### src/rtl/pc_gen_btb_if.sv
// pc_gen_btb_if
// Bundles the redirect inputs and the fetch handshake of the PC generator.
//   master : PC generator side (drives fetch_valid_o, fetch_pc_o, pred_taken_o)
//   slave  : environment side (drives redirects, flush, stall, fetch_ready_i)
// Signals:
//   trap_valid_i/trap_addr_i                 trap or mret redirect
//   branch_flag_i/branch_addr_i/branch_pc_i  resolved taken branch and its PC
//   btb_flush_i                              invalidate the whole BTB
//   stall_i                                  fetch-stage stall
//   fetch_ready_i/fetch_valid_o/fetch_pc_o   fetch handshake
//   pred_taken_o                             BTB hit for fetch_pc_o
interface pc_gen_btb_if #(
  parameter int ADDR_W = 32
);
  logic              trap_valid_i;
  logic [ADDR_W-1:0] trap_addr_i;
  logic              branch_flag_i;
  logic [ADDR_W-1:0] branch_addr_i;
  logic [ADDR_W-1:0] branch_pc_i;
  logic              btb_flush_i;
  logic              stall_i;
  logic              fetch_ready_i;
  logic              fetch_valid_o;
  logic [ADDR_W-1:0] fetch_pc_o;
  logic              pred_taken_o;

  modport master (
    input  trap_valid_i, trap_addr_i, branch_flag_i, branch_addr_i, branch_pc_i,
    input  btb_flush_i, stall_i, fetch_ready_i,
    output fetch_valid_o, fetch_pc_o, pred_taken_o
  );

  modport slave (
    output trap_valid_i, trap_addr_i, branch_flag_i, branch_addr_i, branch_pc_i,
    output btb_flush_i, stall_i, fetch_ready_i,
    input  fetch_valid_o, fetch_pc_o, pred_taken_o
  );
endinterface

### src/rtl/pc_gen_btb.sv
// pc_gen_btb
// Fetch program-counter generator with a direct-mapped branch target buffer.
// Next PC priority: trap redirect, branch redirect, BTB prediction on a
// transfer, sequential increment (wrapping from END_ADDR to START_ADDR).
// Ports:
//   clk  rising-edge clock
//   rst  asynchronous active-high reset
//   bus  pc_gen_btb_if.master (redirects, flush, stall, fetch handshake)
module pc_gen_btb #(
  parameter int                ADDR_W     = 32,
  parameter logic [ADDR_W-1:0] START_ADDR = 32'h0000_0000,
  parameter logic [ADDR_W-1:0] END_ADDR   = 32'h0000_3FFC,
  parameter int                INST_BYTES = 4,
  parameter int                BTB_DEPTH  = 4
) (
  input  logic          clk,
  input  logic          rst,
  pc_gen_btb_if.master  bus
);
  localparam int IDX_W = $clog2(BTB_DEPTH);
  localparam int TAG_W = ADDR_W - IDX_W - 2;
  localparam int TGT_W = ADDR_W - 2;

  logic [ADDR_W-1:0] pc_reg;
  logic [ADDR_W-1:0] pc_next;
  logic              valid_reg;

  logic [BTB_DEPTH-1:0] btb_valid_reg;
  logic [TAG_W-1:0]     btb_tag_reg [BTB_DEPTH];
  logic [TGT_W-1:0]     btb_tgt_reg [BTB_DEPTH];

  logic              fetch_valid;
  logic              fire;
  logic              hit;
  logic [IDX_W-1:0]  fetch_idx;
  logic [TAG_W-1:0]  fetch_tag;
  logic [IDX_W-1:0]  upd_idx;
  logic [TAG_W-1:0]  upd_tag;
  logic              btb_write;
  logic [ADDR_W-1:0] trap_tgt;
  logic [ADDR_W-1:0] branch_tgt;

  // Low address bits are dropped on redirects and ignored on the branch PC.
  logic unused_low_bits;
  assign unused_low_bits = ^{bus.trap_addr_i[1:0], bus.branch_addr_i[1:0],
                             bus.branch_pc_i[1:0]};

  assign trap_tgt   = {bus.trap_addr_i[ADDR_W-1:2], 2'b00};
  assign branch_tgt = {bus.branch_addr_i[ADDR_W-1:2], 2'b00};

  assign fetch_valid = valid_reg & ~bus.stall_i;
  assign fire        = fetch_valid & bus.fetch_ready_i;

  // Lookup is purely combinational on the current PC, so a write on this
  // edge is only seen from the following cycle.
  assign fetch_idx = pc_reg[IDX_W+1:2];
  assign fetch_tag = pc_reg[ADDR_W-1:IDX_W+2];
  assign hit       = btb_valid_reg[fetch_idx] && (btb_tag_reg[fetch_idx] == fetch_tag);

  assign upd_idx   = bus.branch_pc_i[IDX_W+1:2];
  assign upd_tag   = bus.branch_pc_i[ADDR_W-1:IDX_W+2];
  // A trap squashes the branch, and a flush overrides any write.
  assign btb_write = bus.branch_flag_i & ~bus.trap_valid_i & ~bus.btb_flush_i;

  always_comb begin
    pc_next = pc_reg;
    if (bus.trap_valid_i) begin
      pc_next = trap_tgt;
    end else if (bus.branch_flag_i) begin
      pc_next = branch_tgt;
    end else if (fire) begin
      if (hit) begin
        // Predicted targets bypass the wrap check.
        pc_next = {btb_tgt_reg[fetch_idx], 2'b00};
      end else if (pc_reg < END_ADDR) begin
        pc_next = pc_reg + ADDR_W'(INST_BYTES);
      end else begin
        pc_next = START_ADDR;
      end
    end
  end

  always_ff @(posedge clk or posedge rst) begin
    if (rst) begin
      pc_reg    <= START_ADDR;
      valid_reg <= 1'b0;
    end else begin
      pc_reg    <= pc_next;
      valid_reg <= 1'b1;
    end
  end

  genvar gi;
  generate
    for (gi = 0; gi < BTB_DEPTH; gi++) begin : g_btb
      always_ff @(posedge clk or posedge rst) begin
        if (rst) begin
          btb_valid_reg[gi] <= 1'b0;
        end else if (bus.btb_flush_i) begin
          btb_valid_reg[gi] <= 1'b0;
        end else if (btb_write && (upd_idx == IDX_W'(gi))) begin
          btb_valid_reg[gi] <= 1'b1;
        end
      end

      // Tag and target need no reset: they are qualified by the valid bit.
      always_ff @(posedge clk) begin
        if (btb_write && (upd_idx == IDX_W'(gi))) begin
          btb_tag_reg[gi] <= upd_tag;
          btb_tgt_reg[gi] <= branch_tgt[ADDR_W-1:2];
        end
      end
    end
  endgenerate

  assign bus.fetch_valid_o = fetch_valid;
  assign bus.fetch_pc_o    = pc_reg;
  assign bus.pred_taken_o  = hit;
endmodule
### src/flat_wrapper.sv
// flat-port wrapper written by rule: the top's interface ports become plain ports
module pc_gen_btb_flat 
#(
  parameter int                ADDR_W     = 32,
  parameter logic [ADDR_W-1:0] START_ADDR = 32'h0000_0000,
  parameter logic [ADDR_W-1:0] END_ADDR   = 32'h0000_3FFC,
  parameter int                INST_BYTES = 4,
  parameter int                BTB_DEPTH  = 4
)
  (clk, rst, bus_trap_valid_i, bus_trap_addr_i, bus_branch_flag_i, bus_branch_addr_i, bus_branch_pc_i, bus_btb_flush_i, bus_stall_i, bus_fetch_ready_i, bus_fetch_valid_o, bus_fetch_pc_o, bus_pred_taken_o);
  pc_gen_btb_if #(.ADDR_W(ADDR_W)) bus_i ();
  input  logic clk;
  input  logic rst;
  input wire logic [$bits(bus_i.trap_valid_i)-1:0] bus_trap_valid_i;
  input wire logic [$bits(bus_i.trap_addr_i)-1:0] bus_trap_addr_i;
  input wire logic [$bits(bus_i.branch_flag_i)-1:0] bus_branch_flag_i;
  input wire logic [$bits(bus_i.branch_addr_i)-1:0] bus_branch_addr_i;
  input wire logic [$bits(bus_i.branch_pc_i)-1:0] bus_branch_pc_i;
  input wire logic [$bits(bus_i.btb_flush_i)-1:0] bus_btb_flush_i;
  input wire logic [$bits(bus_i.stall_i)-1:0] bus_stall_i;
  input wire logic [$bits(bus_i.fetch_ready_i)-1:0] bus_fetch_ready_i;
  output wire logic [$bits(bus_i.fetch_valid_o)-1:0] bus_fetch_valid_o;
  output wire logic [$bits(bus_i.fetch_pc_o)-1:0] bus_fetch_pc_o;
  output wire logic [$bits(bus_i.pred_taken_o)-1:0] bus_pred_taken_o;
  assign bus_i.trap_valid_i = bus_trap_valid_i;
  assign bus_i.trap_addr_i = bus_trap_addr_i;
  assign bus_i.branch_flag_i = bus_branch_flag_i;
  assign bus_i.branch_addr_i = bus_branch_addr_i;
  assign bus_i.branch_pc_i = bus_branch_pc_i;
  assign bus_i.btb_flush_i = bus_btb_flush_i;
  assign bus_i.stall_i = bus_stall_i;
  assign bus_i.fetch_ready_i = bus_fetch_ready_i;
  assign bus_fetch_valid_o = bus_i.fetch_valid_o;
  assign bus_fetch_pc_o = bus_i.fetch_pc_o;
  assign bus_pred_taken_o = bus_i.pred_taken_o;
  pc_gen_btb #(.ADDR_W(ADDR_W), .START_ADDR(START_ADDR), .END_ADDR(END_ADDR), .INST_BYTES(INST_BYTES), .BTB_DEPTH(BTB_DEPTH)) u_core (.clk(clk), .rst(rst), .bus(bus_i));
endmodule
### config.mk
export PLATFORM = sky130hd
export DESIGN_NAME = pc_gen_btb_flat
export DESIGN_NICKNAME = d
export VERILOG_FILES = /design/src/rtl/pc_gen_btb_if.sv /design/src/rtl/pc_gen_btb.sv /design/src/flat_wrapper.sv
export SDC_FILE = /design/constraint.sdc
export NUM_CORES = 1
export LEC_CHECK = 0
export ABC_AREA = 0
export CAP_MARGIN = 20
export CORE_MARGIN = 1
export CORE_UTILIZATION = 58
export CTS_BUF_LIST = sky130_fd_sc_hd__clkbuf_4
export CTS_CLUSTER_DIAMETER = 50
export DETAILED_ROUTE_END_ITERATION = 8
export HOLD_SLACK_MARGIN = 0.06
export PLACE_DENSITY_LB_ADDON = 0.3
export SLEW_MARGIN = 20
export SYNTH_ARGS = -nofsm -noshare
export SYNTH_HDL_FRONTEND = slang
export SYNTH_SLANG_ARGS = --single-unit
### constraint.sdc
create_clock -name clk -period 4.2 [get_ports clk]
set_clock_uncertainty 0.1 [all_clocks]
set_input_delay 0.63 -clock clk [delete_from_list [all_inputs] [get_ports clk]]
set_output_delay 0.63 -clock clk [all_outputs]
set_load 0.05 [all_outputs]
==> impl_metrics.env, run 1 <==
export IMPL_status="complete, no violations"
export IMPL_numCtsBuffers=66
export IMPL_grt_pass1_vias=7809
export IMPL_cp_start_kind="register"
export IMPL_start_util_pct=59.3
export IMPL_reg2reg_from="u_core.bus.fetch_pc_o[2]"
export IMPL_clkLatencyLatePin_ps=670
export IMPL_cp_slowest_stage_delay_ps=650
export IMPL_stdcell_count=1208
export IMPL_yosys_warnings=0
export IMPL_layout_min_cycle_time_ps=4120
export IMPL_htreeDepth=3
export IMPL_first_iter_violations=654
export IMPL_synth_top_family_by_area="multiplexers"
export IMPL_ir_drop_mv=0.263
export IMPL_die_w_um=143
export IMPL_hpwl_um=18100
export IMPL_seqCellArea_sq_um=7850
export IMPL_num_vias=7621
export IMPL_wl_per_cell_um=23.6
export IMPL_drv_slew=0
export IMPL_ios=137
export IMPL_critPathMaxFanout=12
export IMPL_worst_ep_required_time_ps=3470
export IMPL_yosys_cell_types_count=55
export IMPL_slowest_stage="mux4_1"
export IMPL_path_depth=7
export IMPL_clk_path_buf_depth=3
export IMPL_synth_area_mux_share_pct=12.0
export IMPL_cp_num_buf_inv=2
export IMPL_slew_headroom_pct=44.1
export IMPL_core_rowCount=51
export IMPL_ff2ff_path_depth=8
export IMPL_synth_seq_cells=267
export IMPL_grt_start_max_net_pins=60
export IMPL_ctsHoldBuffers=0
export IMPL_layout_drive_gt1_share_pct=21.8
export IMPL_syn_inst=717
export IMPL_yosys_area_share_simple_pct=6.25
export IMPL_synth_flop_cell="edfxtp_1"
export IMPL_syn2layout_area_growth_pct=22.0
export IMPL_gp_congestion=0.919
export IMPL_synth_edf_count=232
export IMPL_finalHoldViolCount=0
export IMPL_power_density_nw_per_um2=425
export IMPL_hp_class="in2async"
export IMPL_crit_path_end_kind="output port"
export IMPL_drv_cap=0
export IMPL_wl_um=28500
export IMPL_setup_slack_ps=76.2
export IMPL_die_h_um=143
export IMPL_p_leak_uw=0.00488
export IMPL_startpoint="u_core.bus.fetch_pc_o[2]"
export IMPL_dieArea_sq_um=20500
export IMPL_path_delay_family="simple AND/OR/NAND/NOR gates"
export IMPL_arrival_ps=3390
export IMPL_drc=0
export IMPL_pre_cts_slack_ps=316
export IMPL_multiInputGateArea_sq_um=3440
export IMPL_finalNetCount=1004
export IMPL_antenna_left=0
export IMPL_avgViaCountPerCell=6.31
export IMPL_cts_tree="yes"
export IMPL_grt_overflow_total=0
export IMPL_grtUsageTotal_pct=29.0
export IMPL_worst_setup_path_type="reg2out"
export IMPL_cts_sinks=267
export IMPL_synthAdderAreaFrac_pct=0.108
export IMPL_p_total_uw=6010
export IMPL_cts_clk_slew_worst_paths_ps=70
export IMPL_root_buffer="clkbuf_4"
export IMPL_setup_violations=0
export IMPL_fmax_mhz=242
export IMPL_fillers=1251
export IMPL_core_area_sq_um=19500
export IMPL_synth_seq_area_share_pct=67.7
export IMPL_first_pass_iters=5
export IMPL_netlist_area_sq_um=11600
export IMPL_tightest_slew_ps=836
export IMPL_io_buffers=128
export IMPL_post_route_period_util_pct=98.2
export IMPL_crit_chain="buf_6, mux4_1, xnor2_1, nand4_1, nor4b_2, and3_1, buf_12"
export IMPL_grt_pass1_wl_um=42800
export IMPL_dp_cells=1088
export IMPL_synth_xor_xnor_area_share_pct=2.76
export IMPL_largest_reg_flops=120
export IMPL_synthArstFlopShare_pct=13.1
export IMPL_synth_compound_area_share_pct=8.04
export IMPL_syn_avg_cell_area_sq_um=16.2
export IMPL_antenna_found_initial=1
export IMPL_fin_tns_setup_ps=0
per-layer routing:
layer / vias up / part of all wire [%] / GRT usage (%)
li1: 3293 / - / -
met1: 3836 / 39 / 38.8
met2: 438 / 49 / 45.9
met3: 54 / 8.7 / 5.86
met4: 0 / 2.7 / 14.1
met5: - / 0 / 0
worst paths after layout:
path,endpoint,slack (ps)
worst max-delay path,bus_pred_taken_o,80
worst min-delay path,u_core.btb_valid_reg[0],300
worst max register to register,u_core.bus.fetch_pc_o[20],700
worst min register to register,u_core.btb_valid_reg[2],380
max in group asynchronous,u_core.bus.fetch_pc_o[20],3050
min in group clk,u_core.bus.fetch_pc_o[2],300
cell type report:
cell class,instances,share of cell area [%]
Antenna cell,1,0.0177
Clock buffer,98,5.20
Clock inverter,12,0.522
Inverter,23,0.611
Multi-Input combinational cell,381,24.3
Sequential cell,267,55.5
Tap cell,265,2.35
Timing Repair Buffer,161,11.4
cell usage in the layout (no fill, tap or decap), drive strengths merged, types with 10 or more instances in the layout:
| cell type | Yosys | routed |
|---|---|---|
| nor2 | 50 | 50 |
| a21oi | 39 | 39 |
| nand4 | 26 | 26 |
| clkdlybuf4s50 | 0 | 126 |
| edfxtp | 232 | 232 |
| buf | 24 | 35 |
| a31oi | 13 | 13 |
| nand2 | 18 | 18 |
| a221oi | 31 | 31 |
| clkinv | 0 | 10 |
| inv | 23 | 24 |
| xnor2 | 25 | 25 |
| a221o | 11 | 11 |
| clkbuf | 23 | 98 |
| o21ai | 14 | 14 |
| mux2i | 28 | 28 |
| mux4 | 48 | 48 |
| dfrtp | 35 | 35 |
per-stage QoR:
stage / cell area, sq um / hold slack (ps) / utilization, %
2_1_floorplan: 11600 / 344 / -
4_1_cts: 14100 / 261 / 72.1
3_3_place_gp: 13200 / 355 / 67.8
6_report: 14100 / 298 / 72.4
5_1_grt: 14100 / 291 / 72.4
3_5_place_dp: 13200 / 361 / 67.8
Yosys cell counts (3+ instances only):
| library cell | instances | area share (%) |
|---|---|---|
| mux4_1 | 3 | 0.68 |
| a31oi_1 | 13 | 0.70 |
| xnor2_1 | 22 | 1.7 |
| xor2_1 | 9 | 0.68 |
| buf_4 | 4 | 0.26 |
| nor2_1 | 50 | 1.6 |
| and3_1 | 4 | 0.22 |
| inv_1 | 23 | 0.75 |
| nor3_1 | 7 | 0.30 |
| xnor2_2 | 3 | 0.42 |
| a21o_1 | 4 | 0.26 |
| buf_6 | 9 | 0.87 |
| a221oi_1 | 31 | 2.3 |
| buf_1 | 5 | 0.16 |
| nand2_1 | 18 | 0.58 |
| clkbuf_1 | 23 | 0.75 |
| nand3_1 | 5 | 0.22 |
| a221o_1 | 11 | 0.95 |
| buf_2 | 6 | 0.26 |
| mux2i_1 | 28 | 2.4 |
| a21oi_1 | 39 | 1.7 |
| edfxtp_1 | 232 | 60 |
| mux4_2 | 45 | 8.7 |
| nor4_1 | 6 | 0.32 |
| o21ai_1 | 12 | 0.52 |
| a22oi_1 | 5 | 0.32 |
| and2_1 | 3 | 0.16 |
| dfrtp_1 | 35 | 7.6 |
| nand4_1 | 26 | 1.4 |
power breakdown:
group	internal [uW]	switching, uW
Sequential	2960	98.5
Clock	1120	973
Combinational	378	475
cells by family after synthesis:
kind of cell / Yosys count
XOR/XNOR: 34
adder cells (fa/ha/maj): 1
AO/OA/AOI/OAI: 131
flip-flops: 267
AND/OR/NAND/NOR: 134
other: 2
multiplexers: 78
buffers and inverters: 70
what timing repair did:
| action | CTS | global route |
|---|---|---|
| setup endpoints to repair | 1 | 1 |
| cloned | 0 | 0 |
| buffers inserted | 2 | 7 |
| gates resized for setup | 3 | 1 |
| pin swaps | 1 | 0 |
Power figures use the tool's default switching activity.
==> run 2: changes to the inputs <==
- ABC_AREA: 0 -> 1
==> run 2 against run 1 <==
  * Sequential power about the same
  * Sequential share of layout area fell by 0.16 points
  * Final area grew 0.26%
  * Non-clock buffer count is 8 lower
  * Highest routed layer unchanged
  * Critical endpoint unchanged
  * Fmax is 5.9% higher
  * Flip-flop and latch count is the same
  * Largest power group unchanged
  * Hold slack lost 54 ps
  * Setup slack improved by 230 ps
  * Global-route usage up 2.9 points
  * Utilization is 0.29 points lower
  * Via count grew 21%
==> impl_metrics.env, run 2 <==
export IMPL_crit_chain="buf_4, nand3_1, nand2_1, nand2_1, nand2_1, nand3_1, nor2_1, nand2_1, nor4_1, buf_4, buf_12"
export IMPL_htreeDepth=3
export IMPL_p_leak_uw=0.00538
export IMPL_dieArea_sq_um=20900
export IMPL_avgViaCountPerCell=5.95
export IMPL_rsz0062_at_grt="no"
export IMPL_worst_ep_required_time_ps=3470
export IMPL_power_density_nw_per_um2=436
export IMPL_netlist_area_sq_um=11800
export IMPL_syn_inst=1077
export IMPL_cts_tree="yes"
export IMPL_layout_drive_gt1_share_pct=13.0
export IMPL_yosysTopAreaCell="edfxtp_1"
export IMPL_drv_cap=0
export IMPL_finalNetCount=1342
export IMPL_gp_congestion=0.916
export IMPL_grt_overflow_total=0
export IMPL_finalHoldViolCount=0
export IMPL_antenna_left=0
export IMPL_cp_slowest_stage_delay_ps=600
export IMPL_p_seq_share_pct=49.1
export IMPL_clk_path_buf_depth=3
export IMPL_p_sw_share_pct=27.8
export IMPL_tightest_slew_ps=779
export IMPL_hpwl_um=20600
export IMPL_final_cell_mix="nand2_1, edfxtp_1, nand3_1, clkdlybuf4s50_1, clkbuf_4"
export IMPL_die_w_um=145
export IMPL_arrival_ps=3160
export IMPL_root_buffer="clkbuf_4"
export IMPL_cts_clk_slew_worst_paths_ps=70
export IMPL_crit_top_cell="nand2_1"
export IMPL_cts_sinks=267
export IMPL_netlist_area_leader_share_pct=59.1
export IMPL_io_buffers=128
export IMPL_setup_violations=0
export IMPL_synthArstFlopShare_pct=13.1
export IMPL_grt_pass1_wl_um=48400
export IMPL_wl_per_cell_um=20.5
export IMPL_critPathMaxFanout=63
export IMPL_syn2layout_area_growth_pct=20.3
export IMPL_p_int_uw=4460
export IMPL_syn_avg_cell_area_sq_um=10.9
export IMPL_clkLatencyLatePin_ps=680
export IMPL_synth_most_common_cell="nand2_1"
export IMPL_yosys_cell_types_count=37
export IMPL_switching_power_uw=1720
export IMPL_hp_class="in2async"
export IMPL_start_util_pct=59.9
export IMPL_num_vias=9216
export IMPL_fmax_mhz=257
export IMPL_grt_pass1_vias=9085
export IMPL_worst_setup_path_type="reg2out"
export IMPL_layout_commonest_cell="nand2_1"
export IMPL_core_area_sq_um=19700
export IMPL_status="complete, no violations"
export IMPL_drc=0
export IMPL_antenna_found_initial=1
export IMPL_finish_utilization_pct=72.1
export IMPL_layout_min_cycle_time_ps=3890
export IMPL_synth_top_cells_by_count="nand2_1, edfxtp_1, nand3_1"
export IMPL_grtUsageTotal_pct=31.8
export IMPL_cts_resized=0
export IMPL_yosys_warnings=0
export IMPL_slew_headroom_pct=48.0
export IMPL_crit_path_end_kind="output port"
export IMPL_core_rowCount=51
export IMPL_synth_seq_area_share_pct=66.6
export IMPL_combPwrFrac_pct=15.9
export IMPL_fin_tns_setup_ps=0
export IMPL_cp_start_kind="register"
export IMPL_ir_drop_mv=0.282
export IMPL_synth_seq_cells=267
export IMPL_first_iter_violations=898
export IMPL_first_pass_iters=5
export IMPL_wl_um=31800
export IMPL_slowest_stage="buf_4"
export IMPL_cts_setup_buffers=0
export IMPL_drv_slew=0
export IMPL_synth_area_leaders="edfxtp_1, nand2_1, dfrtp_1, nand3_1, nor2_1"
export IMPL_numCtsBuffers=67
export IMPL_die_h_um=145
export IMPL_ctsHoldBuffers=0
export IMPL_clkPwrFrac_pct=35.0
export IMPL_synth_flop_cell="edfxtp_1"
export IMPL_ios=137
export IMPL_grt_start_max_net_pins=72
export IMPL_post_route_period_util_pct=92.7
export IMPL_largest_reg_flops=120
export IMPL_synth_edf_count=232
[run 2: cell types whose count changed in the layout (fill, tap and decap cells not counted), moves of 21 or more]
cell / before / now
a21oi_1: 39 / 15
inv_1: 22 / 46
mux2i_1: 28 / 0
mux4_2: 45 / 0
nand2_1: 18 / 261
nand3_1: 5 / 127
nor2_1: 49 / 96
o21ai_0: 2 / 64
o22ai_1: 2 / 30
xnor2_1: 22 / 1
[run 2: critical path: cells and delay by family (launching register included)]
kind	cells	cell delay (ps)
flops	1	360
simple gates	8	1140
buf+inv	3	920
[run 2: worst paths after layout]
kind / startpoint / end / slack (ps) / cells past startpoint
worst max-delay path: u_core.bus.fetch_pc_o[3] / bus_pred_taken_o / 310 / 11
worst min-delay path: rst / u_core.bus.fetch_pc_o[9] / 240 / 2
worst max register to register: u_core.bus.fetch_pc_o[3] / u_core.bus.fetch_pc_o[31] / 1020 / 14
worst min register to register: u_core.btb_valid_reg[1] / u_core.btb_valid_reg[1] / 440 / 2
max in group asynchronous: rst / u_core.bus.fetch_pc_o[2] / 2960 / 3
min in group clk: u_core.btb_valid_reg[1] / u_core.btb_valid_reg[1] / 440 / 2
[run 2: area by class of cell]
| class | count | area [sq um] |
|---|---|---|
| Antenna cell | 3 | 7.51 |
| Clock buffer | 103 | 773 |
| Clock inverter | 10 | 63.8 |
| Fill cell | 1436 | 5480 |
| Inverter | 52 | 198 |
| Multi-Input combinational cell | 697 | 3440 |
| Sequential cell | 267 | 7850 |
| Tap cell | 265 | 332 |
| Timing Repair Buffer | 153 | 1520 |
[run 2: cell families (layout without fill, tap and decap cells)]
| kind of cell | after synthesis | count (layout) | synth area share, % |
|---|---|---|---|
| simple gates | 521 | 521 | 19.0 |
| xor+xnor | 9 | 9 | 0.669 |
| other cells | 2 | 6 | 0.0638 |
| fa+ha+maj | 1 | 1 | 0.106 |
| buf+inv | 114 | 318 | 4.49 |
| compound gates | 163 | 163 | 9.12 |
| flops | 267 | 267 | 66.6 |
[run 2: power by group through the flow]
stage               combinational, uW  sequential (uW)  clock (uW)
detailed placement                969             3090           0
CTS                               974             3040        2190
floorplan                         501             3170           0
global placement                  951             3090           0
global route                     1060             3040        2330
finish                            981             3040        2170
[run 2: layer usage]
metal	up-vias	share of wire (%)	GRT usage (%)	wire, um
met5	-	0	0	0
met4	0	2.9	14.1	927
met3	76	8.7	5.93	2750
met2	521	49	52.7	15500
met1	4426	40	41.1	12600
li1	4193	-	-	-
[run 2: through the flow]
| step | worst slack [ps] | cells | hold WS [ps] | instance area (sq um) | power, uW |
|---|---|---|---|---|---|
| after floorplan | -1460 | 1078 | 396 | 11800 | 3670 |
| after global placement | 1070 | 1434 | 402 | 13300 | 4040 |
| after detailed placement | 1060 | 1434 | 422 | 13300 | 4060 |
| after CTS | 346 | 1547 | 224 | 14200 | 6200 |
| after global routing | 173 | 1548 | 294 | 14200 | 6430 |
| final | 306 | 1550 | 245 | 14200 | 6190 |
